--- src/rtl/frame_draw_sequencer_if.sv ---
// Bundle between the frame sequencer, its three drawing clients and the VGA adapter.
// The sequencer takes the master side.
interface frame_draw_sequencer_if #(
  parameter int unsigned COLOUR_W = 3
);
  logic                frame_tick;
  logic                map_redraw_req;
  logic [8:0]          map_x;
  logic [7:0]          map_y;
  logic [COLOUR_W-1:0] map_colour;
  logic                map_write;
  logic                map_done;
  logic [8:0]          hud_x;
  logic [7:0]          hud_y;
  logic [COLOUR_W-1:0] hud_colour;
  logic                hud_write;
  logic                hud_done;
  logic [8:0]          spr_x;
  logic [7:0]          spr_y;
  logic [COLOUR_W-1:0] spr_colour;
  logic                spr_write;
  logic                spr_done;
  logic                map_enable;
  logic                hud_enable;
  logic                spr_enable;
  logic [8:0]          vga_x;
  logic [7:0]          vga_y;
  logic [COLOUR_W-1:0] vga_colour;
  logic                vga_plot;
  logic                frame_busy;
  logic [7:0]          frame_count;
  logic                overrun;
  logic                timeout_err;

  modport master (
    input  frame_tick, map_redraw_req,
    input  map_x, map_y, map_colour, map_write, map_done,
    input  hud_x, hud_y, hud_colour, hud_write, hud_done,
    input  spr_x, spr_y, spr_colour, spr_write, spr_done,
    output map_enable, hud_enable, spr_enable,
    output vga_x, vga_y, vga_colour, vga_plot,
    output frame_busy, frame_count, overrun, timeout_err
  );

  modport slave (
    output frame_tick, map_redraw_req,
    output map_x, map_y, map_colour, map_write, map_done,
    output hud_x, hud_y, hud_colour, hud_write, hud_done,
    output spr_x, spr_y, spr_colour, spr_write, spr_done,
    input  map_enable, hud_enable, spr_enable,
    input  vga_x, vga_y, vga_colour, vga_plot,
    input  frame_busy, frame_count, overrun, timeout_err
  );
endinterface

--- src/rtl/frame_draw_sequencer.sv ---
// Per-frame sequencer: map (when dirty), HUD, then sprites, each guarded by a watchdog,
// with the active client's pixel stream registered onto the single VGA write port.
module frame_draw_sequencer #(
  parameter int unsigned COLOUR_W       = 3,
  parameter int unsigned TIMEOUT_CYCLES = 65536,
  parameter int unsigned TMO_W          = 17
) (
  input logic                   clock,
  input logic                   reset,
  frame_draw_sequencer_if.master bus
);
  localparam logic [2:0] StIdle = 3'd0;
  localparam logic [2:0] StMap  = 3'd1;
  localparam logic [2:0] StGapM = 3'd2;
  localparam logic [2:0] StHud  = 3'd3;
  localparam logic [2:0] StGapH = 3'd4;
  localparam logic [2:0] StSpr  = 3'd5;
  localparam logic [2:0] StGapS = 3'd6;

  logic [2:0]          state_q, state_d;
  logic [TMO_W-1:0]    wdog_q, wdog_d;
  logic                map_dirty_q, map_dirty_d;
  logic [7:0]          frame_count_q, frame_count_d;
  logic                overrun_q, overrun_d;
  logic                timeout_err_q, timeout_err_d;
  logic [8:0]          vga_x_q, vga_x_d;
  logic [7:0]          vga_y_q, vga_y_d;
  logic [COLOUR_W-1:0] vga_colour_q, vga_colour_d;
  logic                vga_plot_q, vga_plot_d;

  logic in_phase, phase_done, wdog_hit, phase_exit;

  always_comb begin
    in_phase   = (state_q == StMap) || (state_q == StHud) || (state_q == StSpr);
    phase_done = 1'b0;
    case (state_q)
      StMap:   phase_done = bus.map_done;
      StHud:   phase_done = bus.hud_done;
      StSpr:   phase_done = bus.spr_done;
      default: phase_done = 1'b0;
    endcase
    wdog_hit   = (wdog_q == TMO_W'(TIMEOUT_CYCLES - 1));
    phase_exit = in_phase && (phase_done || wdog_hit);
  end

  always_comb begin
    state_d = state_q;
    case (state_q)
      StIdle:  if (bus.frame_tick) state_d = map_dirty_q ? StMap : StHud;
      StMap:   if (phase_exit) state_d = StGapM;
      StGapM:  state_d = StHud;
      StHud:   if (phase_exit) state_d = StGapH;
      StGapH:  state_d = StSpr;
      StSpr:   if (phase_exit) state_d = StGapS;
      StGapS:  state_d = StIdle;
      default: state_d = StIdle;
    endcase

    // Non-phase states park the watchdog at zero, so every phase entry starts from 0.
    wdog_d        = in_phase ? wdog_q + TMO_W'(1) : '0;
    timeout_err_d = timeout_err_q | (phase_exit & ~phase_done);
    map_dirty_d   = bus.map_redraw_req | (map_dirty_q & ~((state_q == StMap) & phase_exit));
    frame_count_d = (state_q == StGapS) ? frame_count_q + 8'd1 : frame_count_q;
    overrun_d     = overrun_q | (bus.frame_tick & (state_q != StIdle));
  end

  always_comb begin
    vga_x_d      = vga_x_q;
    vga_y_d      = vga_y_q;
    vga_colour_d = vga_colour_q;
    vga_plot_d   = 1'b0;
    case (state_q)
      StMap: begin
        vga_x_d      = bus.map_x;
        vga_y_d      = bus.map_y;
        vga_colour_d = bus.map_colour;
        vga_plot_d   = bus.map_write;
      end
      StHud: begin
        vga_x_d      = bus.hud_x;
        vga_y_d      = bus.hud_y;
        vga_colour_d = bus.hud_colour;
        vga_plot_d   = bus.hud_write;
      end
      StSpr: begin
        vga_x_d      = bus.spr_x;
        vga_y_d      = bus.spr_y;
        vga_colour_d = bus.spr_colour;
        vga_plot_d   = bus.spr_write;
      end
      default: ;
    endcase
  end

  always_ff @(posedge clock) begin
    if (reset) begin
      state_q       <= StIdle;
      wdog_q        <= '0;
      map_dirty_q   <= 1'b1;
      frame_count_q <= '0;
      overrun_q     <= 1'b0;
      timeout_err_q <= 1'b0;
      vga_x_q       <= '0;
      vga_y_q       <= '0;
      vga_colour_q  <= '0;
      vga_plot_q    <= 1'b0;
    end else begin
      state_q       <= state_d;
      wdog_q        <= wdog_d;
      map_dirty_q   <= map_dirty_d;
      frame_count_q <= frame_count_d;
      overrun_q     <= overrun_d;
      timeout_err_q <= timeout_err_d;
      vga_x_q       <= vga_x_d;
      vga_y_q       <= vga_y_d;
      vga_colour_q  <= vga_colour_d;
      vga_plot_q    <= vga_plot_d;
    end
  end

  assign bus.map_enable  = (state_q == StMap);
  assign bus.hud_enable  = (state_q == StHud);
  assign bus.spr_enable  = (state_q == StSpr);
  assign bus.frame_busy  = (state_q != StIdle);
  assign bus.frame_count = frame_count_q;
  assign bus.overrun     = overrun_q;
  assign bus.timeout_err = timeout_err_q;
  assign bus.vga_x       = vga_x_q;
  assign bus.vga_y       = vga_y_q;
  assign bus.vga_colour  = vga_colour_q;
  assign bus.vga_plot    = vga_plot_q;
endmodule

--- src/flat_wrapper.sv ---
// flat-port wrapper written by rule: the top's interface ports become plain ports
module frame_draw_sequencer_flat 
#(
  parameter int unsigned COLOUR_W       = 3,
  parameter int unsigned TIMEOUT_CYCLES = 65536,
  parameter int unsigned TMO_W          = 17
)
  (clock, reset, bus_frame_tick, bus_map_redraw_req, bus_map_x, bus_map_y, bus_map_colour, bus_map_write, bus_map_done, bus_hud_x, bus_hud_y, bus_hud_colour, bus_hud_write, bus_hud_done, bus_spr_x, bus_spr_y, bus_spr_colour, bus_spr_write, bus_spr_done, bus_map_enable, bus_hud_enable, bus_spr_enable, bus_vga_x, bus_vga_y, bus_vga_colour, bus_vga_plot, bus_frame_busy, bus_frame_count, bus_overrun, bus_timeout_err);
  frame_draw_sequencer_if #(.COLOUR_W(COLOUR_W)) bus_i ();
  input logic clock;
  input logic reset;
  input wire logic [$bits(bus_i.frame_tick)-1:0] bus_frame_tick;
  input wire logic [$bits(bus_i.map_redraw_req)-1:0] bus_map_redraw_req;
  input wire logic [$bits(bus_i.map_x)-1:0] bus_map_x;
  input wire logic [$bits(bus_i.map_y)-1:0] bus_map_y;
  input wire logic [$bits(bus_i.map_colour)-1:0] bus_map_colour;
  input wire logic [$bits(bus_i.map_write)-1:0] bus_map_write;
  input wire logic [$bits(bus_i.map_done)-1:0] bus_map_done;
  input wire logic [$bits(bus_i.hud_x)-1:0] bus_hud_x;
  input wire logic [$bits(bus_i.hud_y)-1:0] bus_hud_y;
  input wire logic [$bits(bus_i.hud_colour)-1:0] bus_hud_colour;
  input wire logic [$bits(bus_i.hud_write)-1:0] bus_hud_write;
  input wire logic [$bits(bus_i.hud_done)-1:0] bus_hud_done;
  input wire logic [$bits(bus_i.spr_x)-1:0] bus_spr_x;
  input wire logic [$bits(bus_i.spr_y)-1:0] bus_spr_y;
  input wire logic [$bits(bus_i.spr_colour)-1:0] bus_spr_colour;
  input wire logic [$bits(bus_i.spr_write)-1:0] bus_spr_write;
  input wire logic [$bits(bus_i.spr_done)-1:0] bus_spr_done;
  output wire logic [$bits(bus_i.map_enable)-1:0] bus_map_enable;
  output wire logic [$bits(bus_i.hud_enable)-1:0] bus_hud_enable;
  output wire logic [$bits(bus_i.spr_enable)-1:0] bus_spr_enable;
  output wire logic [$bits(bus_i.vga_x)-1:0] bus_vga_x;
  output wire logic [$bits(bus_i.vga_y)-1:0] bus_vga_y;
  output wire logic [$bits(bus_i.vga_colour)-1:0] bus_vga_colour;
  output wire logic [$bits(bus_i.vga_plot)-1:0] bus_vga_plot;
  output wire logic [$bits(bus_i.frame_busy)-1:0] bus_frame_busy;
  output wire logic [$bits(bus_i.frame_count)-1:0] bus_frame_count;
  output wire logic [$bits(bus_i.overrun)-1:0] bus_overrun;
  output wire logic [$bits(bus_i.timeout_err)-1:0] bus_timeout_err;
  assign bus_i.frame_tick = bus_frame_tick;
  assign bus_i.map_redraw_req = bus_map_redraw_req;
  assign bus_i.map_x = bus_map_x;
  assign bus_i.map_y = bus_map_y;
  assign bus_i.map_colour = bus_map_colour;
  assign bus_i.map_write = bus_map_write;
  assign bus_i.map_done = bus_map_done;
  assign bus_i.hud_x = bus_hud_x;
  assign bus_i.hud_y = bus_hud_y;
  assign bus_i.hud_colour = bus_hud_colour;
  assign bus_i.hud_write = bus_hud_write;
  assign bus_i.hud_done = bus_hud_done;
  assign bus_i.spr_x = bus_spr_x;
  assign bus_i.spr_y = bus_spr_y;
  assign bus_i.spr_colour = bus_spr_colour;
  assign bus_i.spr_write = bus_spr_write;
  assign bus_i.spr_done = bus_spr_done;
  assign bus_map_enable = bus_i.map_enable;
  assign bus_hud_enable = bus_i.hud_enable;
  assign bus_spr_enable = bus_i.spr_enable;
  assign bus_vga_x = bus_i.vga_x;
  assign bus_vga_y = bus_i.vga_y;
  assign bus_vga_colour = bus_i.vga_colour;
  assign bus_vga_plot = bus_i.vga_plot;
  assign bus_frame_busy = bus_i.frame_busy;
  assign bus_frame_count = bus_i.frame_count;
  assign bus_overrun = bus_i.overrun;
  assign bus_timeout_err = bus_i.timeout_err;
  frame_draw_sequencer #(.COLOUR_W(COLOUR_W), .TIMEOUT_CYCLES(TIMEOUT_CYCLES), .TMO_W(TMO_W)) u_core (.clock(clock), .reset(reset), .bus(bus_i));
endmodule
--- config.mk ---
export PLATFORM = sky130hd
export DESIGN_NAME = frame_draw_sequencer_flat
export DESIGN_NICKNAME = d
export VERILOG_FILES = /design/src/rtl/frame_draw_sequencer_if.sv /design/src/rtl/frame_draw_sequencer.sv /design/src/flat_wrapper.sv
export SDC_FILE = /design/constraint.sdc
export NUM_CORES = 1
export LEC_CHECK = 0
export ABC_AREA = 1
export CORE_AREA = 2 2 77 79
export DETAILED_ROUTE_END_ITERATION = 16
export DIE_AREA = 0 0 79 81
export PLACE_DENSITY = 0.93
export SLEW_MARGIN = 10
export SYNTH_ARGS = -nofsm -noshare
export SYNTH_HDL_FRONTEND = slang
export SYNTH_SLANG_ARGS = --single-unit
--- constraint.sdc ---
create_clock -name clock -period 4.1 [get_ports clock]
set_input_delay 1.025 -clock clock [delete_from_list [all_inputs] [get_ports clock]]
set_output_delay 1.025 -clock clock [all_outputs]
set_load 0.02 [all_outputs]
# Word level (Yosys, flattened, before mapping)
# Cells that the tools add are included.
dict set report word_totals {
  ff_bits 52
  latch_bits 0
  ramBits 0
  mem_bits_ro 0
  inputBits 70
  mem_count 0
}
dict set report classes {
  n_addsub 2
  multipliers 0
  div 0
  magnitude_cmp 0
  n_eq_ne 11
  shifts 0
  n_mux 11
  n_bitwise 10
  n_reduce_logical 9
}
# op count
set op_table {}
lappend op_table {{$pmux 9 s3} 1}
lappend op_table {{$pmux 8 s3} 1}
lappend op_table {{$pmux 3 s6} 1}
lappend op_table {{$add 17x1->17 const B} 1}
lappend op_table {{$eq 17x16->1 const B} 1}
lappend op_table {{$mux 3} 4}
lappend op_table {{$eq 3x3->1 const B} 3}
lappend op_table {{$pmux 3 s3} 1}
lappend op_table {{$add 8x1->8 const B} 1}
lappend op_table {{$eq 3x2->1 const B} 2}
lappend op_table {{$ne 2x1->1 const B} 3}
lappend op_table {{$pmux 1 s3} 2}
lappend op_table {{$reduce_bool 3->1} 2}
lappend op_table {{$and 1x1->1} 4}
lappend op_table {{$reduce_and 4->1} 1}
lappend op_table {{$eq 3x1->1 const B} 1}
lappend op_table {{$logic_not 3->1} 1}
lappend op_table {{$logic_or 1x1->1} 3}
lappend op_table {{$not 1->1} 3}
lappend op_table {{$or 1x1->1} 3}
lappend op_table {{$mux 2} 1}
lappend op_table {{$ne 2x2->1 const B} 1}
lappend op_table {{$reduce_or 2->1} 1}
lappend op_table {{$logic_and 1x1->1} 1}

# Logic depth before layout (Yosys ltp)
dict set report logic_depth {
  word_depth 8
  depth_mapped 13
  ltp_nobuf 13
}

# Worst setup path after synthesis
# No wires, ideal clock.
dict set report synth_path {
  path_type {register to output}
  start {register u_core.state_q[0]}
  end {output bus_spr_enable}
  arrival_time_ns 0.873
  t_required_ns 3.075
  path_slack_ns 2.202
  path_stages_with_launch 5
  cell_sequence {dfxtp_1 buf_2 nand2_4 nor2_4 buf_4}
}
dict set report synth_between {
  elab_chain_len 1
}
# element line_no
set synth_lines {}
lappend synth_lines {{start: declaration} frame_draw_sequencer.sv:20} ;# logic [2:0] state_q, state_d;
lappend synth_lines {{start signal: assignment} frame_draw_sequencer.sv:97} ;# state_q <= StIdle;
lappend synth_lines {{start signal: assignment} frame_draw_sequencer.sv:108} ;# state_q <= state_d;
lappend synth_lines {{$eq 3x3->1} frame_draw_sequencer.sv:123} ;# assign bus.spr_enable = (state_q == StSpr);
lappend synth_lines {{end: declaration} flat_wrapper.sv:31} ;# output wire logic [$bits(bus_i.spr_enable)-1:0] bus_spr_enable;
# Every way passes these cells.

# Final worst setup path
# Ends and elaborated chain as after synthesis.

==> impl_metrics.py <==
metrics = {
    "worst_setup_path": {
        "worst_setup_path_start_kind": "flip-flop",
        "worst-endpoint-arrival_ps": 2320,
        "endpoint_kind": "primary output",
        "critPathKind": "reg2out",
        "cp_max_fo": 23,
        "required_ps": 3070,
    },
    "clock_network": {
        "numCtsBuffers": 5,
        "clkLatencyLatePin_ps": 300,
        "cts_sinks": 52,
        "path_clk_slew_ps": 90,
        "ctsRootBufferMaster": "clkbuf_8",
        "clk_path_buf_depth": 2,
        "ctsResizeCount": 0,
        "cts_tree": "yes",
        "postCtsHoldBufs": 0,
        "cts_setup_buffers": 0,
        "cts_max_level": 2,
    },
    "floorplan": {
        "die_h_um": 81,
        "num_rows": 28,
        "die-area_um2": 6400,
        "initial_core_util": 0.436,
        "ios": 105,
        "die_w_um": 79,
        "core_um2": 5680,
    },
    "detailed_routing": {
        "ant_nets": 0,
        "routedWlPerCell_um": 13.2,
        "via_per_inst": 5.26,
        "drt_iter0_drc": 158,
        "drt_pass1_iterations": 4,
        "via_count": 2729,
        "routed_wl_mm": 6.83,
        "drc": 0,
    },
    "timing": {
        "skew_ps": 6.00,
        "tightestPinTransition_ps": 777,
        "relSlewSlack": 0.482,
        "fin_crit_ps": 3340,
        "finalSetupTns_ps": 0,
        "report.final.hold_viol_count": 0,
        "maxSlewViolCount": 0,
        "finalCritPeriodShare": 0.815,
        "rsz0062_at_grt": "false",
        "setup_viol_count_final": 0,
        "fmax_mhz": 299,
    },
    "global_route": {
        "met2_usage": 0.402,
        "grt_pass1_wl_mm": 11.1,
        "use_met1": 0.227,
        "grt_antenna_before_repair": 0,
        "globalRoute.totalOverflow": 0,
        "grt_usage": 0.216,
        "grt_max_degree": 27,
        "top_usage_layer": "met2",
        "grt_pass1_vias": 2640,
        "grtUsageMet3": 0.0756,
    },
    "finish": {
        "final_nets": 516,
        "drive_above_1_share": 0.0608,
        "final_cell_count_no_fill": 519,
        "n_antenna_cell": 0,
        "fillers": 468,
        "area_growth_pct": 48.2,
        "final_util": 0.646,
    },
    "synth": {
        "synth.avg_cell_area_um2": 7.16,
        "ys_types": 29,
        "synth_area_um2": 2480,
        "synth_nets": 419,
        "ys_ff_latch": 52,
        "async_flop_share": 0,
        "ys.flop_type": "dfxtp_1",
        "ys_seq_area_frac": 0.420,
        "syn_inst": 346,
        "synth_edf_count": 0,
        "yosysWarnings": 0,
    },
    "pwr": {
        "p_leak_nw": 1.35,
        "power.total_mw": 1.97,
        "p_seq_frac": 0.352,
        "pwr-share-clk": 0.195,
        "switching_power_mw": 0.765,
        "internal-power_mw": 1.20,
        "swShare": 0.389,
        "power_density_nw_per_um2": 536,
        "vdd_ir_drop_max_mv": 0.341,
        "power_frac_comb": 0.453,
    },
    "min_path": {
        "hold_class": "reg2reg",
    },
    "place": {
        "hpwlAfterDp_mm": 5.16,
        "post-place-cells": 511,
        "place.gp.congestion": 0.895,
        "portBuffers": 104,
    },
    "run": {
        "drv_cap": 0,
    },
    "run_status": {
        "outcome": "complete, no violations",
    },
}
==> state kept, by name (all words and copies together), names as in the netlist <==
| register | flops |
|---|---|
| u_core.bus.vga_y | 8 |
| u_core.bus.frame_count | 8 |
| u_core.bus.vga_colour | 3 |
| u_core.bus.overrun | 1 |
| u_core.bus.timeout_err | 1 |
| u_core.wdog_q | 17 |
| u_core.bus.vga_plot | 1 |
| u_core.map_dirty_q | 1 |
| u_core.state_q | 3 |
| u_core.bus.vga_x | 9 |
==> path summary, 6_finish.rpt <==
kind | from | slack, ps | cells past startpoint | end
worst max-delay path | u_core.state_q[0] | 760 | 3 | bus_spr_enable
worst max register to register | u_core.state_q[0] | 1920 | 6 | u_core.wdog_q[4]
worst min-delay path | u_core.wdog_q[0] | 460 | 1 | u_core.wdog_q[0]
worst min register to register | u_core.wdog_q[0] | 460 | 1 | u_core.wdog_q[0]
==> final cells by class <==
type / count / area, um^2 / share of cell area
multi-input combinational: 250 / 1250 / 0.341
tap: 75 / 93.8 / 0.0256
sequential: 52 / 1040 / 0.284
inverter: 29 / 109 / 0.0297
clock inverter: 1 / 30.0 / 0.00819
clock buffer: 7 / 96.3 / 0.0263
timing repair buffer: 105 / 1050 / 0.286
==> stage by stage <==
step	hold slack (ps)	cell area, um^2	worst slack, ps
floorplan	418	2480	2200
global placement	429	3540	1190
detailed placement	437	3540	1140
CTS	456	3670	795
global route	477	3670	675
finish	455	3670	759
==> cell usage in the layout, fill, tap and decap left out, types with 8 or more instances in the layout <==
| master | count |
|---|---|
| nor2_1 | 27 |
| inv_1 | 26 |
| dfxtp_1 | 52 |
| o21ai_1 | 8 |
| a31oi_1 | 22 |
| nand3_1 | 12 |
| nand2_1 | 81 |
| nor3_1 | 9 |
| clkdlybuf4s50_1 | 104 |
| o21ai_0 | 41 |
| a21oi_1 | 18 |
==> worst max-delay path: stages (launching register included) <==
cell and delay [ps]:
dfxtp_1 550, nand2_4 230, nor2_4 500, clkdlybuf4s50_1 720
==> Yosys cell counts, types with 2 or more instances <==
cell       n  area share
a21oi_1   18       0.036
a31oi_1   22       0.056
buf_2      7       0.014
buf_4      3      0.0091
clkbuf_1   5      0.0076
dfxtp_1   52        0.42
ha_1       3       0.015
inv_1     26       0.039
inv_2      3      0.0045
nand2_1   81        0.12
nand2_2    4       0.010
nand3_1   12       0.024
nand4_1    6       0.015
nor2_1    27       0.041
nor2_2     4       0.010
nor2_4     2      0.0091
nor3_1     9       0.018
o21ai_0   41       0.083
o21ai_1    8       0.016
or2_2      2      0.0051
xnor2_1    2      0.0071
xor2_1     2      0.0071
==> metal layers <==
metal  up-vias  share of wire
li1       1353              -
met1      1215           0.38
met2       141           0.49
met3        20           0.11
met4         0          0.022
met5         -              0
==> power by group through the flow <==
stage          Sequential [mW]  Clock (mW)  Combinational, mW
2_1_floorplan            0.796           0              0.418
3_3_place_gp             0.698           0              0.853
3_5_place_dp             0.701           0              0.880
4_1_cts                  0.690       0.385              0.885
5_1_grt                  0.703       0.403              0.962
6_report                 0.692       0.383              0.892
==> logic make-up after synthesis <==
family	after synthesis	synth area share
flops	52	0.420
simple gates	152	0.278
fa+ha+maj	3	0.0152
buf+inv	44	0.0748
compound gates	91	0.197
xor+xnor	4	0.0142
(Power assumes the default switching activity.)
